$ cat src/rtl/tiny_dnn_seq.sv
// tiny_dnn_seq: per-neuron sequencer driving tiny_dnn_core and normalize.
// Streams n weight/input addresses, issues the bias step, drains the FMA,
// strobes normalize, rounds its fp32 result to bfloat16 (optional ReLU) and
// presents it on a valid/ready port.
module tiny_dnn_seq #(
  parameter int unsigned F_SIZE = 1024,
  localparam int unsigned AW = $clog2(F_SIZE)
) (
  input  logic          clk,
  input  logic          reset,
  input  logic          start,
  input  logic [AW-1:0] n,
  input  logic          relu,
  output logic          init,
  output logic          exec,
  output logic          bias,
  output logic [AW-1:0] ra,
  output logic          nrm_en,
  input  logic [31:0]   nrm,
  output logic          out_valid,
  input  logic          out_ready,
  output logic [15:0]   out_data,
  output logic          busy
);

  typedef enum logic [2:0] {
    S_IDLE,
    S_INIT,
    S_EXEC,
    S_BIAS,
    S_DRAIN,
    S_NORM,
    S_CAP,
    S_OUT
  } state_t;

  state_t        state;
  state_t        state_next;
  logic [AW-1:0] n_q;
  logic [AW-1:0] n_next;
  logic          relu_q;
  logic          relu_next;
  logic          init_next;
  logic          exec_next;
  logic          bias_next;
  logic          nrm_en_next;
  logic          out_valid_next;
  logic          busy_next;
  logic [AW-1:0] ra_next;
  logic [15:0]   out_data_next;
  logic [15:0]   bf16_c;

  // Round fp32 to bf16 (nearest-even; carry may ripple into exponent), then ReLU
  always_comb begin
    bf16_c = nrm[31:16] + 16'(nrm[15] & (nrm[16] | (|nrm[14:0])));
    if (relu_q && nrm[31]) begin
      bf16_c = 16'h0000;
    end
  end

  // Next-state and next-output decode; strobes are registered from state_next
  always_comb begin
    state_next    = state;
    n_next        = n_q;
    relu_next     = relu_q;
    ra_next       = '0;
    out_data_next = out_data;
    unique case (state)
      S_IDLE: begin
        if (start) begin
          state_next = S_INIT;
          n_next     = n;
          relu_next  = relu;
        end
      end
      S_INIT:  state_next = (n_q != '0) ? S_EXEC : S_BIAS;
      S_EXEC: begin
        if (ra == n_q - AW'(1)) begin
          state_next = S_BIAS;
        end else begin
          ra_next = ra + AW'(1);
        end
      end
      S_BIAS:  state_next = S_DRAIN;
      S_DRAIN: state_next = S_NORM;
      S_NORM:  state_next = S_CAP;
      S_CAP: begin
        state_next    = S_OUT;
        out_data_next = bf16_c;
      end
      S_OUT: begin
        if (out_ready) begin
          state_next = S_IDLE;
        end
      end
      default: state_next = S_IDLE;
    endcase
    init_next      = (state_next == S_INIT);
    exec_next      = (state_next == S_EXEC);
    bias_next      = (state_next == S_BIAS);
    nrm_en_next    = (state_next == S_NORM);
    out_valid_next = (state_next == S_OUT);
    busy_next      = (state_next != S_IDLE);
  end

  // State and output registers with synchronous reset
  always_ff @(posedge clk) begin
    if (reset) begin
      state     <= S_IDLE;
      n_q       <= '0;
      relu_q    <= 1'b0;
      init      <= 1'b0;
      exec      <= 1'b0;
      bias      <= 1'b0;
      nrm_en    <= 1'b0;
      out_valid <= 1'b0;
      busy      <= 1'b0;
      ra        <= '0;
      out_data  <= 16'h0000;
    end else begin
      state     <= state_next;
      n_q       <= n_next;
      relu_q    <= relu_next;
      init      <= init_next;
      exec      <= exec_next;
      bias      <= bias_next;
      nrm_en    <= nrm_en_next;
      out_valid <= out_valid_next;
      busy      <= busy_next;
      ra        <= ra_next;
      out_data  <= out_data_next;
    end
  end

endmodule

$ cat config.mk
export PLATFORM = sky130hd
export DESIGN_NAME = tiny_dnn_seq
export DESIGN_NICKNAME = d
export VERILOG_FILES = /design/src/rtl/tiny_dnn_seq.sv
export SDC_FILE = /design/constraint.sdc
export NUM_CORES = 1
export LEC_CHECK = 0
export BUFFER_PORTS_ARGS = -buffer_cell sky130_fd_sc_hd__buf_2
export CAP_MARGIN = 20
export CORE_ASPECT_RATIO = 2
export CORE_MARGIN = 5
export CORE_UTILIZATION = 45
export DETAILED_ROUTE_END_ITERATION = 10
export GPL_TIMING_DRIVEN = 0
export PLACE_DENSITY_LB_ADDON = 0.25
export SLEW_MARGIN = 15
export SYNTH_ARGS = -nofsm -noshare
export SYNTH_HDL_FRONTEND = slang
export SYNTH_SLANG_ARGS = --single-unit
$ cat constraint.sdc
create_clock -name clk -period 2.05 [get_ports clk]
set_input_delay 0.1025 -clock clk [delete_from_list [all_inputs] [get_ports clk]]
set_output_delay 0.1025 -clock clk [all_outputs]
set_load 0.02 [all_outputs]
After elaboration in Yosys (flattened, before gate mapping)
Index checks and enable logic that the tools add are counted.
- flip-flop bits (word level): 46
- bits in latches: 0
- bits in writable memories: 0
- ROM bits: 0
- input port bits: 47
- output and inout port bits: 32
- word-level logic and storage cells: 43
- memories kept: 0
- add/sub/neg operators: 3
- $mul: 0
- divide/modulo/power cells: 0
- magnitude comparators: 0
- eq/ne operators: 13
- shift-type cells: 0
- mux-type cells: 6
- bitwise logic cells: 3
- reduce and logical (&&, ||, !) cells: 7
- operator list (cell ; number):
    $pmux W3 S8 ; 1
    $eq A3 B3 Y1 const B ; 6
    $add A16 B1 Y16 ; 1
    $mux W16 ; 1
    $reduce_or A15 Y1 ; 1
    $eq A3 B2 Y1 const B ; 4
    $add A10 B1 Y10 const B ; 1
    $eq A10 B10 Y1 ; 1
    $reduce_bool A10 Y1 ; 1
    $sub A10 B1 Y10 const B ; 1
    $mux W3 ; 3
    $eq A3 B1 Y1 const B ; 2
    $logic_not A3 Y1 ; 1
    $reduce_bool A3 Y1 ; 1
    $reduce_or A3 Y1 ; 1
    $reduce_and A2 Y1 ; 1
    $and A1 B1 Y1 ; 1
    $logic_and A1 B1 Y1 ; 1
    $mux W1 ; 1
    $not A1 Y1 ; 1
    $or A1 B1 Y1 ; 1

Depth between registers and ports, before layout
Gate-level depths: netlist of run 1.
- depth after elaboration: 5
- gate-level depth with buffers: 9
- gate-level depth less buffers: 7

Least setup slack after synthesis of run 1
OpenSTA, ideal clock, no wires.
- kind: register to register
- from: register n_q[0]
- to: register state[0]
- arrival: 2078 ps
- setup slack: -113 ps
- cell stages (with the launch flop): 9
- buffers on the path: 1
- period minus slack after synthesis: 2163 ps
- cells stage by stage: dfxtp_1 > inv_1 > ha_1 > buf_2 > or3b_2 > nor2_1 > xnor2_1 > or4_4 > o31ai_2
- cells in the longest elaborated chain, start to end: 4
- elaborated cells between the ends (all ways): 6
- classes of those cells: add/sub: 1; eq/ne: 1; mux: 3; reduce/logical: 1
- RTL lines (element ; line ; source):
    start, declared ; 39 ; logic [AW-1:0] n_q;
    start signal, assigned ; 122 ; n_q <= n_next;
    $sub A10 B1 Y10 ; 78 ; if (ra == n_q - AW'(1)) begin
    $eq A10 B10 Y1 ; 78 ;
    $mux W3 ; 78 ;
    $pmux W3 S8 (*) ; 68 ; unique case (state)
    end signal, assigned ; 121 ; state <= state_next;
    end, declared ; 37 ; state_t state;
Every way passes the cells marked *; elsewhere a longest branch is shown, timed or not.
A chain may end at the register's enable or synchronous reset.

Final worst setup path of run 1
- from: register n_q[1]
- to: register state[0]
The elaborated chain is that of the path after synthesis.

==> out/metrics.cfg, run 1 <==
[flow_run]
cap_violations=0

[logic_synthesis]
synth_top_area_cell=dfxtp_1
synth_enable_flop_cells=0
synth_ff_type=dfxtp_1
synth_most_common_cell=dfxtp_1
synth_warnings=0
synth.distinct_cells=43
synth_area_leaders=dfxtp_1, xnor2_1, nand2_1, xor2_1, a211oi_1
netlist_instances=296
seq_area_frac_synth_pct=37.9
synth_seq_cells=46
syn_area_per_cell_sq_um=8.20
synth_top_area_share_pct=37.9
synthesis.nets=346
netlist_area_sq_um=2430
ys_async_sr_fraction_pct=0
synthTopCellsByCount=dfxtp_1, nand2_1, nor2_1

[worst_setup_path]
setup.worst_path.start=n_q[1]
crit_top_cell=or4_4
arrival_ps=2360
reg2reg_from=n_q[1]
cpMaxStageDelayCell=or4_4
r2r-end=state[0]
crit_chain=or4_4, nor3_4, o2111ai_2, or4_4, o31ai_4
r2r_slack_ps=-100
r2r_cells=5
endpoint=state[0]
crit_family=simple AND/OR/NAND/NOR gates
cp_num_cells=5
required_ps=2260
end_kind=register
startpoint_type=register
critPathMaxFanout=3
path_buf_inv=0
worstSetupPathType=reg -> reg
max_stage_delay_ps=580

[final_layout]
multiInputGateArea_sq_um=1540
layout-drive-gt1-share_pct=33.0
syn_to_final_growth_pct=30.6
register_area_sq_um=931
nNetsFinal=434
fill_cells=480
insertedDiodeCount=0

[clock_tree]
clk_latency_ps=300
cts_buffers=5
htree_levels=2
cts_num_sinks=46
cts-root-buf=clkbuf_8
cts.reportedPaths.clkPinSlew_ps=80
cts_tree=done
cts.path.max_buffers=2

[power_and_ir_drop]
power_mw=2.04
ir_drop_v=0.000612
cellLeakagePower_nw=1.33
power_density_nw_per_um2=644

[floorplanning]
fp-row-count=38
io_pins=79
dieHeight_um=114
core_area_sq_um=5330
fp.dieArea_sq_um=7050
dieWidth_um=61.9
start_util_pct=45.6

[place]
gp_congestion=0.859
port_buffers=78
hpwlAfterDp_um=4860

[timing]
rsz0062_at_grt=true
setup_viol=11
whs_ps=32.1
skew_ps=8.03
period_needed_ps=2150
slew_violations=0
fin_ws_ps=-99.7
fmax_mhz=465
timing.final.crit_share_pct=105
hold_violations=0
worst_pin_slew_ps=585
max_slew_margin_pct=61.0

[drt]
vias=2438
drc=0
wl_per_cell_um=14.6
m1WireLength_um=2680
wl_met3_um=327
wl_met2_um=3280
dr.pass1.iters=4
drt_first_iter_violations=114
top_layer=met4
routed_wl_um=6520
ant_nets=0
routed_via_density=5.48

[worst_hold_path]
hold_start=n[2]
hp-class=in -> reg

[grt]
antenna_found_initial=0
grt_pass1_vias=2375
grt.total_usage_pct=19.4
grt_overflow=0
grt_max_degree=14
grt_pass1_wl_um=10800

[status]
violations=setup timing
status=complete, but fails checks

[worst reg2reg max path, delay by kind of cell (launching register included)]
| family | cells | cell delay [ps] |
|---|---|---|
| flip-flops | 1 | 350 |
| AO/OA/AOI/OAI | 2 | 360 |
| AND/OR/NAND/NOR | 3 | 1350 |
[metal layers]
metal / up-vias / track usage [%]
met5: - / 0
met4: 0 / 10.1
met3: 20 / 3.96
met2: 72 / 30.3
met1: 1117 / 24.2
li1: 1229 / -
[flip-flops by register name, summed over array words and instances (netlist names)]
name / flops
out_valid: 1
busy: 1
init: 1
n_q: 10
nrm_en: 1
bias: 1
exec: 1
state: 3
out_data: 16
ra: 10
relu_q: 1
[stage by stage]
step | setup TNS, ps | worst slack [ps] | cell area [sq um] | utilization (%) | instances
floorplan | 0 | 1.79 | 2440 | - | 296
global placement | -4470 | -209 | 2900 | 54.5 | 434
detailed placement | -5870 | -286 | 2900 | 54.5 | 434
CTS | -340 | -74.7 | 3140 | 59.0 | 446
global route | -1450 | -157 | 3170 | 59.6 | 445
finish | -559 | -99.7 | 3170 | 59.6 | 445
[timing repair]
| action | CTS | global route |
|---|---|---|
| hold buffers | 0 | 0 |
| pin swaps | 9 | 2 |
| endpoints found under the setup margin | 26 | 24 |
| setup buffers | 4 | 2 |
| resized for setup | 28 | 6 |
| gates cloned | 1 | 0 |
[area by class of cell]
class                           count  area share (%)
Clock inverter                      1           0.158
Tap cell                           60            2.37
Clock buffer                        7            2.72
Multi-Input combinational cell    225            48.4
Sequential cell                    46            29.3
Timing Repair Buffer               85            14.0
Inverter                            9            1.07
Buffer                             12            1.93
[cells by family (layout without fill, tap and decap cells)]
kind of cell	after synthesis	in the layout	synth area share, %
multiplexers	1	1	0.464
AND/OR/NAND/NOR	126	126	25.6
adder cells (fa/ha/maj)	3	3	1.55
AO/OA/AOI/OAI	61	61	17.9
XOR/XNOR	34	34	12.3
buffers and inverters	25	114	4.28
flip-flops	46	46	37.9
[how the worst min path moves through the flow]
| stage | slack [ps] | cells after the start | endpoint |
|---|---|---|---|
| floorplan | 230 | 2 | n_q[0] |
| global placement | 340 | 3 | n_q[3] |
| detailed placement | 350 | 3 | n_q[0] |
| CTS | 30 | 3 | n_q[2] |
| global route | 30 | 3 | n_q[1] |
| finish | 30 | 3 | n_q[2] |
[placed cells by master, fill, tap and decap left out, types with 2 or more instances in the layout]
cell type and count:
xor2_1 14, dfxtp_4 2, nor4_2 2, and2_1 4, buf_6 3, or4_4 3, inv_1 9, a22oi_1 13
o21a_1 2, nor2b_1 4, nand2_2 2, o211ai_1 3, a211oi_1 9, dfxtp_1 42, dfxtp_2 2, a21oi_1 16
nand3_1 13, clkbuf_8 6, buf_4 5, ha_1 2, a211oi_2 4, clkbuf_1 10, nor3_1 11, buf_2 79
nor2_1 25, nor4_1 6, xnor2_1 20, nand4_1 3, nand2_1 36, and3_1 7
[where the power goes]
| group | switching, mW | internal (mW) |
|---|---|---|
| Sequential | 0.0445 | 0.930 |
| Combinational | 0.289 | 0.217 |
| Clock | 0.289 | 0.272 |
| Total | 0.623 | 1.42 |
Note: power is estimated with default switching activity, not from simulation.
==> inputs of run 2 (changes only) <==
--- a/config.mk
+++ b/config.mk
@@ -7,9 +7,8 @@
 export LEC_CHECK = 0
 export BUFFER_PORTS_ARGS = -buffer_cell sky130_fd_sc_hd__buf_2
 export CAP_MARGIN = 20
-export CORE_ASPECT_RATIO = 2
 export CORE_MARGIN = 5
-export CORE_UTILIZATION = 45
+export CORE_UTILIZATION = 46
 export DETAILED_ROUTE_END_ITERATION = 10
 export GPL_TIMING_DRIVEN = 0
 export PLACE_DENSITY_LB_ADDON = 0.25
==> out/metrics.cfg, run 2 (synthesized netlist as in run 1, its figures left out) <==
[status]
status=complete, but fails checks
violations=setup timing

[drt]
wl_per_cell_um=14.0  ; -4.3%
ant_nets=0  ; unchanged
dr.pass1.iters=5  ; +1
routed_via_density=5.45  ; -0.47%
routed_wl_um=6380  ; -2.1%
drt_first_iter_violations=129  ; +13%
vias=2481  ; +1.8%
drc=0  ; unchanged

[place]
placed_cells=444  ; +2.3%
hpwlAfterDp_um=4650  ; -4.2%
gp_congestion=0.837  ; -2.5%
port_buffers=78  ; unchanged

[grt]
grt_pass1_vias=2231  ; -6.1%
grt.total_usage_pct=18.5  ; -0.88 points
grt_overflow=0  ; unchanged
antenna_found_initial=0  ; unchanged
grt_pass1_wl_um=10000  ; -7.0%
grt_max_degree=14  ; unchanged

[floorplanning]
dieWidth_um=82.7  ; +33%
fp-row-count=26  ; -32%
dieHeight_um=82.7  ; -27%
fp.dieArea_sq_um=6830  ; -3.2%
io_pins=79  ; unchanged
start_util_pct=47.6  ; +1.9 points
core_area_sq_um=5110  ; -4.1%

[final_layout]
fin_cells=455  ; +2.2%
largest_reg_flops=16  ; unchanged
largest-register=out_data
final_common_cell=buf_2
largestRegisters=out_data: 16 flops, n_q: 10 flops, ra: 10 flops
fill_cells=433  ; -9.8%
syn_to_final_growth_pct=35.4
final_core_util_pct=64.4  ; +4.8 points
insertedDiodeCount=0  ; unchanged
nNetsFinal=435  ; +0.23%
layout-drive-gt1-share_pct=36.4  ; +3.4 points
layout_common_cells=buf_2, dfxtp_1, nand2_1
multiInputGateArea_sq_um=1620  ; +5.7%
register_area_sq_um=936  ; +0.54%

[clock_tree]
cts.path.max_buffers=2  ; unchanged
hold_buffers=0  ; unchanged
cts.reportedPaths.clkPinSlew_ps=80  ; about the same
cts_buffers=5  ; unchanged
cts_num_sinks=46  ; unchanged
cts-root-buf=clkbuf_8
htree_levels=2  ; unchanged
cts_tree=done
clk_latency_ps=290  ; about the same

[power_and_ir_drop]
power_density_nw_per_um2=675  ; +4.8%
cellLeakagePower_nw=1.37  ; +2.5%
ir_drop_v=0.000298  ; -51%

[worst_hold_path]
whs_path_depth=3  ; unchanged
hp-class=in -> reg
hold_start=n[4]
holdPathEnd=n_q[4]

[timing]
fmax_mhz=478  ; +2.7%
tns_ps=-159  ; +400 ps
fin_ws_ps=-43.1  ; +56.6 ps
max_slew_margin_pct=59.9  ; -1.1 points
timing.final.crit_share_pct=102  ; -2.8 points
rsz0062_at_grt=true
hold_violations=0  ; unchanged
setup_viol=5  ; -6
skew_ps=7.08  ; -0.949 ps
worst_pin_slew_ps=601  ; +16.2 ps
slew_violations=0  ; unchanged
period_needed_ps=2090  ; -56.6 ps

[worst_setup_path]
max_stage_delay_ps=580  ; about the same
arrival_ps=2310  ; -50 ps
end_kind=register
r2r_slack_ps=-40  ; +60 ps
worstSetupPathType=reg -> reg
required_ps=2270  ; about the same
r2r-end=state[0]
startpoint_type=register
reg2reg_from=n_q[1]
cpMaxStageDelayCell=or4_4
r2r_cells=5  ; unchanged
path_buf_inv=0  ; unchanged
crit_family=simple AND/OR/NAND/NOR gates
crit_top_cell=or4_4
crit_chain=or4_4, nor3_4, xnor2_2, or4_4, o31ai_2
critPathMaxFanout=3  ; unchanged

[flow_run]
cap_violations=0  ; unchanged

-- run 2: cell types whose count changed in the layout (fill, tap and decap cells not counted), sizes merged --
cell    delta
buf        -1
clkinv     -1
nand2      +1
bufinv     +1
-- run 2: cell type report --
| type | count | area share [%] |
|---|---|---|
| Buffer | 12 | 1.64 |
| Clock buffer | 6 | 2.51 |
| Clock inverter | 1 | 0.913 |
| Inverter | 9 | 1.03 |
| Multi-Input combinational cell | 226 | 49.3 |
| Sequential cell | 46 | 28.5 |
| Tap cell | 70 | 2.66 |
| Timing Repair Buffer | 85 | 13.5 |
-- run 2: how the worst max path moves through the flow --
stage,startpoint,endpoint,slack (ps),cells after the start
5_1_grt,n_q[1],ra[4],-110,6
2_1_floorplan,n_q[4],state[0],2,6
3_5_place_dp,state[1],out_data[8],-260,7
4_1_cts,n_q[1],state[0],-40,8
6_report,n_q[1],state[0],-40,5
3_3_place_gp,state[1],out_data[13],-250,7
-- run 2: layer usage --
metal	share of wire, %	routed length (um)	GRT usage [%]
met1	44	2770	24.1
met2	50	3220	31.2
met3	4.8	309	3.47
met4	1.1	72	5.23
met5	0	0	0
-- run 2: worst register-to-register path, delay by kind of cell (launching register included) --
family / cells / cell delay (ps)
xor+xnor: 1 / 110
compound gates: 1 / 180
simple gates: 3 / 1360
flops: 1 / 360
-- run 2: where the power goes --
group          total, mW  switching (mW)  internal, mW
Clock              0.681           0.291         0.390
Combinational      0.566           0.320         0.246
Sequential         0.973          0.0429         0.930
Total               2.22           0.654          1.57
-- run 2: repair_timing --
| action | 4_1_cts | 5_1_grt |
|---|---|---|
| setup endpoints to repair | 26 | 24 |
| gates resized for setup | 30 | 24 |
| cloned | 1 | 1 |
| pin swaps | 9 | 10 |
| setup buffers | 4 | 2 |
-- run 2: metrics by stage --
| step | worst slack [ps] | hold WS (ps) | instance area (sq um) | power, mW |
|---|---|---|---|---|
| 6_report | -43.1 | 25.7 | 3290 | 2.22 |
| 5_1_grt | -114 | 27.3 | 3290 | 2.33 |
| 4_1_cts | -40.2 | 19.0 | 3170 | 2.16 |
| 3_5_place_dp | -255 | 345 | 2920 | 1.41 |
| 3_3_place_gp | -250 | 339 | 2920 | 1.40 |
| 2_1_floorplan | 1.79 | 231 | 2440 | 1.28 |
